**config.mk**
```make
export PLATFORM = sky130hd
export DESIGN_NAME = datapath_mc
export DESIGN_NICKNAME = d
export VERILOG_FILES = /design/src/rtl/dp_mc_pkg.sv /design/src/rtl/datapath_mc_alu.sv /design/src/rtl/datapath_mc.sv
export SDC_FILE = /design/constraint.sdc
export NUM_CORES = 2
export LEC_CHECK = 0
export CAP_MARGIN = 20
export CORE_ASPECT_RATIO = 0.5
export CORE_MARGIN = 8
export CORE_UTILIZATION = 55
export CTS_BUF_LIST = sky130_fd_sc_hd__clkbuf_16
export DETAILED_ROUTE_END_ITERATION = 8
export GPL_TIMING_DRIVEN = 1
export PLACE_DENSITY = 0.73
export SLEW_MARGIN = 30
export SYNTH_ARGS = -nofsm -noshare
export SYNTH_HDL_FRONTEND = slang
export SYNTH_SLANG_ARGS = --single-unit
```
**constraint.sdc**
```tcl
create_clock -name clk -period 8.3 [get_ports clk]
set_clock_uncertainty 0.15 [all_clocks]
set_input_delay 0.83 -clock clk [delete_from_list [all_inputs] [get_ports clk]]
set_output_delay 0.83 -clock clk [all_outputs]
set_load 0.02 [all_outputs]
```
**src/rtl/dp_mc_pkg.sv**
```systemverilog
// Shared types and constants for the multicycle datapath.
package dp_mc_pkg;

    typedef enum logic [2:0] {
        ALU_ADD, ALU_SUB, ALU_AND, ALU_OR, ALU_XOR, ALU_SLT, ALU_SLL, ALU_SRL
    } alu_op_e;

    typedef enum logic [1:0] {WS_ALU, WS_MEM, WS_PC4, WS_RSV} wsrc_e;
    typedef enum logic [1:0] {PC_SEQ, PC_JAL, PC_JALR, PC_RSV} pcsrc_e;
    typedef enum logic [1:0] {BR_NONE, BR_EQ, BR_NE, BR_LT} branch_e;
    typedef enum logic [2:0] {S_IDLE, S_EXEC, S_MEM_REQ, S_MEM_WAIT, S_WB} state_e;

    localparam int REG_A0  = 10;
    localparam int PC_STEP = 4;

endpackage

```
**src/rtl/datapath_mc_alu.sv**
```systemverilog
// Combinational ALU: arithmetic/logic result plus rs1-vs-rs2 compare flags.
module alu_n
    import dp_mc_pkg::*;
#(
    parameter int XLEN = 32
) (
    input  logic [XLEN-1:0] a_i,
    input  logic [XLEN-1:0] b_i,
    input  logic [XLEN-1:0] cmp_i,
    input  alu_op_e         op_i,
    output logic [XLEN-1:0] result_o,
    output logic            eq_o,
    output logic            lt_o
);
    localparam int SHW = $clog2(XLEN);

    logic slt;
    assign slt = $signed(a_i) < $signed(b_i);

    // Result mux; shifts only honour the low SHW bits of the operand.
    always_comb begin
        result_o = '0;
        case (op_i)
            ALU_ADD: result_o = a_i + b_i;
            ALU_SUB: result_o = a_i - b_i;
            ALU_AND: result_o = a_i & b_i;
            ALU_OR:  result_o = a_i | b_i;
            ALU_XOR: result_o = a_i ^ b_i;
            ALU_SLT: result_o = {{(XLEN-1){1'b0}}, slt};
            ALU_SLL: result_o = a_i << b_i[SHW-1:0];
            ALU_SRL: result_o = a_i >> b_i[SHW-1:0];
            default: result_o = '0;
        endcase
    end

    // Branch flags always compare rs1 against rs2, never the immediate.
    assign eq_o = (a_i == cmp_i);
    assign lt_o = $signed(a_i) < $signed(cmp_i);

endmodule

```
**src/rtl/datapath_mc.sv**
```systemverilog
// Multicycle datapath: IDLE -> EXEC -> [MEM_REQ -> MEM_WAIT] -> WB per instruction.
module datapath_mc
    import dp_mc_pkg::*;
#(
    parameter int              XLEN       = 32,
    parameter int              NUM_REGS   = 32,
    parameter int              ADDR_WIDTH = 5,
    parameter logic [XLEN-1:0] RESET_PC   = '0
) (
    input  logic                  clk,
    input  logic                  rst_n,
    input  logic                  start_i,
    output logic                  busy_o,
    output logic                  done_o,
    input  logic [ADDR_WIDTH-1:0] rs1_i,
    input  logic [ADDR_WIDTH-1:0] rs2_i,
    input  logic [ADDR_WIDTH-1:0] rd_i,
    input  logic                  RegWrite_i,
    input  logic [1:0]            WriteSrc_i,
    input  logic [1:0]            PCsrc_i,
    input  logic [1:0]            Branch_i,
    input  logic                  ALUsrc_i,
    input  logic [2:0]            ALUctrl_i,
    input  logic                  MemRead_i,
    input  logic                  MemWrite_i,
    input  logic [XLEN-1:0]       Imm_i,
    input  logic [XLEN-1:0]       PC_i,
    output logic                  EQ_o,
    output logic                  LT_o,
    output logic [XLEN-1:0]       nextPC_o,
    output logic [XLEN-1:0]       a0_o,
    output logic                  mem_req_o,
    output logic                  mem_we_o,
    output logic [XLEN-1:0]       mem_addr_o,
    output logic [XLEN-1:0]       mem_wdata_o,
    input  logic                  mem_gnt_i,
    input  logic                  mem_rvalid_i,
    input  logic [XLEN-1:0]       mem_rdata_i
);
    state_e                state_q, state_d;
    logic [XLEN-1:0]       rf_q [NUM_REGS];
    logic [XLEN-1:0]       rs1v_q, rs2v_q, imm_q, pc_q, alu_q, rdata_q, npc_q;
    logic [ADDR_WIDTH-1:0] rd_q;
    logic                  regwrite_q, alusrc_q, memrd_q, memwr_q, eq_q, lt_q;
    wsrc_e                 wsrc_q;
    pcsrc_e                pcsrc_q;
    branch_e               br_q;
    alu_op_e               aluop_q;

    logic [XLEN-1:0] alu_res, npc_d, wb_val, pc4, pc_imm, jalr_sum;
    logic            alu_eq, alu_lt, br_taken, rd_cap;

    alu_n #(.XLEN(XLEN)) u_alu (
        .a_i      (rs1v_q),
        .b_i      (alusrc_q ? imm_q : rs2v_q),
        .cmp_i    (rs2v_q),
        .op_i     (aluop_q),
        .result_o (alu_res),
        .eq_o     (alu_eq),
        .lt_o     (alu_lt)
    );

    assign pc4      = pc_q + XLEN'(PC_STEP);
    assign pc_imm   = pc_q + imm_q;
    assign jalr_sum = rs1v_q + imm_q;

    // A store wins when both MemRead and MemWrite are set, so loads never see memwr_q.
    assign rd_cap = (state_q == S_MEM_REQ && mem_gnt_i && mem_rvalid_i && !memwr_q)
                 || (state_q == S_MEM_WAIT && mem_rvalid_i);

    // Branch resolution and next-PC selection from the registered EXEC flags.
    always_comb begin
        br_taken = 1'b0;
        npc_d    = pc4;
        case (br_q)
            BR_EQ:   br_taken = eq_q;
            BR_NE:   br_taken = !eq_q;
            BR_LT:   br_taken = lt_q;
            default: br_taken = 1'b0;
        endcase
        case (pcsrc_q)
            PC_JAL:  npc_d = pc_imm;
            PC_JALR: npc_d = {jalr_sum[XLEN-1:1], 1'b0};
            default: npc_d = br_taken ? pc_imm : pc4;
        endcase
    end

    // Write-back source select; the reserved encoding falls back to the ALU result.
    always_comb begin
        wb_val = alu_q;
        case (wsrc_q)
            WS_MEM:  wb_val = rdata_q;
            WS_PC4:  wb_val = pc4;
            default: wb_val = alu_q;
        endcase
    end

    // State register.
    always_ff @(posedge clk or negedge rst_n) begin
        if (!rst_n) state_q <= S_IDLE;
        else        state_q <= state_d;
    end

    // Next-state and handshake outputs; unknown states recover to IDLE.
    always_comb begin
        state_d   = state_q;
        busy_o    = 1'b1;
        done_o    = 1'b0;
        mem_req_o = 1'b0;
        case (state_q)
            S_IDLE: begin
                busy_o = 1'b0;
                if (start_i) state_d = S_EXEC;
            end
            S_EXEC:     state_d = (memrd_q || memwr_q) ? S_MEM_REQ : S_WB;
            S_MEM_REQ: begin
                mem_req_o = 1'b1;
                if (mem_gnt_i) state_d = (memwr_q || mem_rvalid_i) ? S_WB : S_MEM_WAIT;
            end
            S_MEM_WAIT: if (mem_rvalid_i) state_d = S_WB;
            S_WB: begin
                done_o  = 1'b1;
                state_d = S_IDLE;
            end
            default:    state_d = S_IDLE;
        endcase
    end

    // Instruction latch, EXEC results, load capture and PC update.
    always_ff @(posedge clk or negedge rst_n) begin
        if (!rst_n) begin
            rs1v_q <= '0; rs2v_q <= '0; imm_q <= '0; pc_q <= '0; rd_q <= '0;
            regwrite_q <= 1'b0; alusrc_q <= 1'b0; memrd_q <= 1'b0; memwr_q <= 1'b0;
            wsrc_q <= WS_ALU; pcsrc_q <= PC_SEQ; br_q <= BR_NONE; aluop_q <= ALU_ADD;
            alu_q <= '0; eq_q <= 1'b0; lt_q <= 1'b0; rdata_q <= '0; npc_q <= RESET_PC;
        end else begin
            if (state_q == S_IDLE && start_i) begin
                rs1v_q     <= (rs1_i == '0) ? '0 : rf_q[rs1_i];
                rs2v_q     <= (rs2_i == '0) ? '0 : rf_q[rs2_i];
                imm_q      <= Imm_i;
                pc_q       <= PC_i;
                rd_q       <= rd_i;
                regwrite_q <= RegWrite_i;
                alusrc_q   <= ALUsrc_i;
                memrd_q    <= MemRead_i;
                memwr_q    <= MemWrite_i;
                wsrc_q     <= wsrc_e'(WriteSrc_i);
                pcsrc_q    <= pcsrc_e'(PCsrc_i);
                br_q       <= branch_e'(Branch_i);
                aluop_q    <= alu_op_e'(ALUctrl_i);
            end
            if (state_q == S_EXEC) begin
                alu_q <= alu_res;
                eq_q  <= alu_eq;
                lt_q  <= alu_lt;
            end
            if (rd_cap) rdata_q <= mem_rdata_i;
            if (state_q == S_WB) npc_q <= npc_d;
        end
    end

    // Register file; x0 is never written so it always reads back zero.
    always_ff @(posedge clk or negedge rst_n) begin
        if (!rst_n) begin
            for (int i = 0; i < NUM_REGS; i++) rf_q[i] <= '0;
        end else if (state_q == S_WB && regwrite_q && rd_q != '0) begin
            rf_q[rd_q] <= wb_val;
        end
    end

    assign mem_we_o    = mem_req_o && memwr_q;
    assign mem_addr_o  = alu_q;
    assign mem_wdata_o = rs2v_q;
    assign EQ_o        = eq_q;
    assign LT_o        = lt_q;
    assign nextPC_o    = npc_q;
    assign a0_o        = rf_q[REG_A0];

endmodule

```
==> metrics.cfg <==
[status]
outcome=completed

[synth]
yosys_warnings=0
synth_cells=8168
synthTopCellsByArea=dfrtp_1 42%, o21ai_0 8.6%, mux4_2 7.8%
ys_async_sr_fraction_pct=100
synth_largest_area_cell=dfrtp_1
synth_cell_types=97
synth_edf_count=0
post_synth_design_cell_area_sq_mm=0.0757
synth_top_cell_area_share_pct=42.0
synthFlopType=dfrtp_1
ys_seq_area_share_pct=42.0
post_synth.cell_area_avg_sq_um=9.27
syn-num-nets=8514
postSynthRegisterBits=1271

[timing]
fmax_mhz=191
setup-tns-final_ns=0
slew_worst_pin_ns=1.20
drv_slew=0
setup_violating_endpoint_count_in_the_final_report=0
post-route-worst-setup-slack_ns=3.06
final_period_utilization_pct=63.2
timing.max_slew.rel_slack_pct=19.9
finalWorstPathRequiredPeriod_ns=5.24
rsz0062_at_grt=false
finalHoldViolations=0

[power_and_ir_drop]
power-per-cell-area_mw_per_mm2=390
power_leakage_nw=36.3
power.ir.vdd_worst_mv=0.305
totalPowerFinal_mw=32.5

[critical_path]
timing.setup.critical_path_class=reg -> reg
most_frequent_cell_on_the_critical_path=buf_4
critical_path_peak_fanout=63
cp.buffers_inverters=4
worst_r2r_path_depth=15
worst_setup_path_startpoint=alusrc_q
reg2reg_from=alusrc_q
endpoint_arrival_time_on_the_critical_path_ns=5.72
r2r_slack_ns=3.06
worstSetupPathDepth=15
path_delay_family=compound AO/OA/AOI/OAI gates
timing.critical_path.to_type=flop
crit_path_top_delay_cell=buf_4
worstPathCellList=buf_4, mux2i_4, buf_4, inv_2, buf_4, ha_1, a211oi_1, o21a_1, a21oi_1, o2111ai_1, nand3_1, a211oi_1, xnor2_1, o221ai_1, o21a_1
setup.worst_path.end=mem_addr_o[21]
reg2reg_to=mem_addr_o[21]
critPathLaunchType=flop
worstPathRequired_ns=8.78
timing.critical_path.slowest_cell_delay_ns=0.58

[clock_tree]
clockBufferDepth=3
cts_tree=yes
insertion_delay_ns=0.78
clk_transition_reported_paths_ns=0.07
cts_made_buffers=114
h-tree-depth=3
root_buffer_master=clkbuf_16
clock_sinks=1271
cts_resized=0

[floorplan]
effective_utilization_at_floorplan_pct=55.3
num_rows=96
number_of_top_level_pins=263
floorplan.die.height_um=278
core_region_area_sq_mm=0.137
floorplan.die_area_sq_mm=0.150
die-width_um=541

[detailed_routing]
drt_pass1_iterations=7
initial_drc_count=9073
drtAntennaViolNets=0
vias=67473
drt-wirelength-per-cell_um=30.1
drt-vias-per-instance=6.82
drc=0
route.final.wire_length_mm=298

[placed_design]
dp.final_hpwl_mm=194
finalWeightedCongestion=1.06
placement.io_buffers=262
post-place-ws_ns=3.25

[grt]
maximum_number_of_pins_on_one_net_before_global_route_repair=167
grt_remaining_overflow=0
grt_antenna_before_repair=13
number_of_global_route_vias_before_repair=63462
first_pass_grt_wire_length_mm=432
grtUsageTotal_pct=38.4

[cells_and_area]
fillers=11609
fraction_of_final_layout_cells_sized_beyond_drive_strength_1_pct=11.0
syn2layout_area_growth_pct=10.1
layout.nets=8315

[job]
drv.max_cap_violation_count=0

[hold_path]
holdCritPathClass=reg -> reg

sequential cells by signal, indices dropped and copies added (netlist names), 2 cells and up:
signal       cells
rf_q           992
rd_q             5
wsrc_q           2
mem_wdata_o     32
nextPC_o        32
aluop_q          3
rdata_q         32
mem_addr_o      32
state_q          3
pcsrc_q          2
br_q             2
rs1v_q          32
pc_q            32
a0_o            32
imm_q           32
kinds of logic after synthesis:
logic type               Yosys count  synth area share [%]
adder cells (fa/ha/maj)          217                  3.63
buffers and inverters            918                  4.87
AO/OA/AOI/OAI                   2667                  20.6
AND/OR/NAND/NOR                 2093                  11.2
XOR/XNOR                         128                  1.50
multiplexers                     874                  16.2
flip-flops                      1271                  42.0
report_power, final:
| group | switching [mW] | internal, mW | leakage (nW) |
|---|---|---|---|
| registers | 1.97 | 7.63 | 17.4 |
| logic | 11.6 | 5.69 | 17.0 |
| clock network | 2.60 | 2.94 | 1.91 |
| total | 16.2 | 16.3 | 36.3 |
metal layers:
metal	vias up	global-route usage, %	part of all wire (%)
li1	28991	-	-
met1	33160	51.1	38
met2	4411	55.8	42
met3	903	13.0	14
met4	8	19.7	6.1
met5	-	0	0.030
synthesized netlist by cell type (9+ instances only):
library cell,n
clkbuf_1,578
mux2_2,161
o221ai_1,148
a21oi_1,536
o21bai_1,20
or3_1,9
nand2b_1,22
a221o_1,27
nand2_1,1517
a21o_1,55
mux2i_1,446
buf_1,70
buf_2,55
and2_1,15
a21boi_0,9
dfrtp_1,1271
a221oi_1,35
a211oi_1,57
nor2_1,277
o31ai_1,10
ha_1,213
o22ai_1,213
a22oi_1,9
o21ai_1,15
buf_4,33
inv_1,170
xnor2_1,87
o21ai_0,1294
o211ai_1,50
xor2_1,40
a211o_1,9
a31oi_1,46
nor4_1,9
o21a_1,48
mux4_2,262
and3_1,22
nor3_1,100
nand3_1,45
nor2b_1,22
nand4_1,18
through the flow:
stage          utilization (%)  area (sq um)  hold slack [ns]  std cells
2_1_floorplan                -         75700            0.297       8168
3_3_place_gp              57.9         79300            0.234       9657
3_5_place_dp              58.0         79300            0.238       9659
4_1_cts                   60.7         83100            0.252       9874
5_1_grt                   60.9         83300            0.258       9883
6_report                  60.9         83300            0.250       9888
worst min path at each step:
stage	startpoint	to	slack [ns]	cells past startpoint
5_1_grt	rf_q[1005]	rf_q[1005]	0.26	0
2_1_floorplan	memrd_q	memrd_q	0.30	2
6_report	rf_q[1015]	rf_q[1015]	0.25	0
4_1_cts	rf_q[1005]	rf_q[1005]	0.25	0
3_5_place_dp	rf_q[1005]	rf_q[1005]	0.24	0
3_3_place_gp	rf_q[1011]	rf_q[1011]	0.23	0
layout make-up:
type / count / area (sq um) / share of cell area [%]
flip-flops and latches: 1271 / 31800 / 38.2
clock inverters: 99 / 898 / 1.08
repair buffers: 428 / 4240 / 5.09
multi-input cells: 5979 / 40600 / 48.7
clock buffers: 115 / 2880 / 3.45
inverters: 175 / 657 / 0.788
well taps: 1813 / 2270 / 2.72
diodes: 8 / 20.0 / 0.0240
layout by cell type (no fill, tap or decap), drive strengths merged, types with 27 or more instances in the layout:
cell type         n
o221ai          148
a21o             55
o21ai          1309
a31oi            46
o21a             48
clkbuf          115
o22ai           213
nor3            100
a21oi           538
a221oi           36
mux2i           451
a211oi           58
a221o            27
clkdlybuf4s50   251
mux2            161
dfrtp          1271
nand3            45
ha              213
inv             190
buf             176
o211ai           50
xor2             40
clkinv           67
nor2            279
mux4            262
xnor2            87
nand2          1517
what timing repair did:
action,4_1_cts,5_1_grt
endpoints found under the hold margin,129,0
setup buffers,0,0
setup endpoints to repair,0,0
hold buffers,1,0
(Power assumes the default switching activity.)
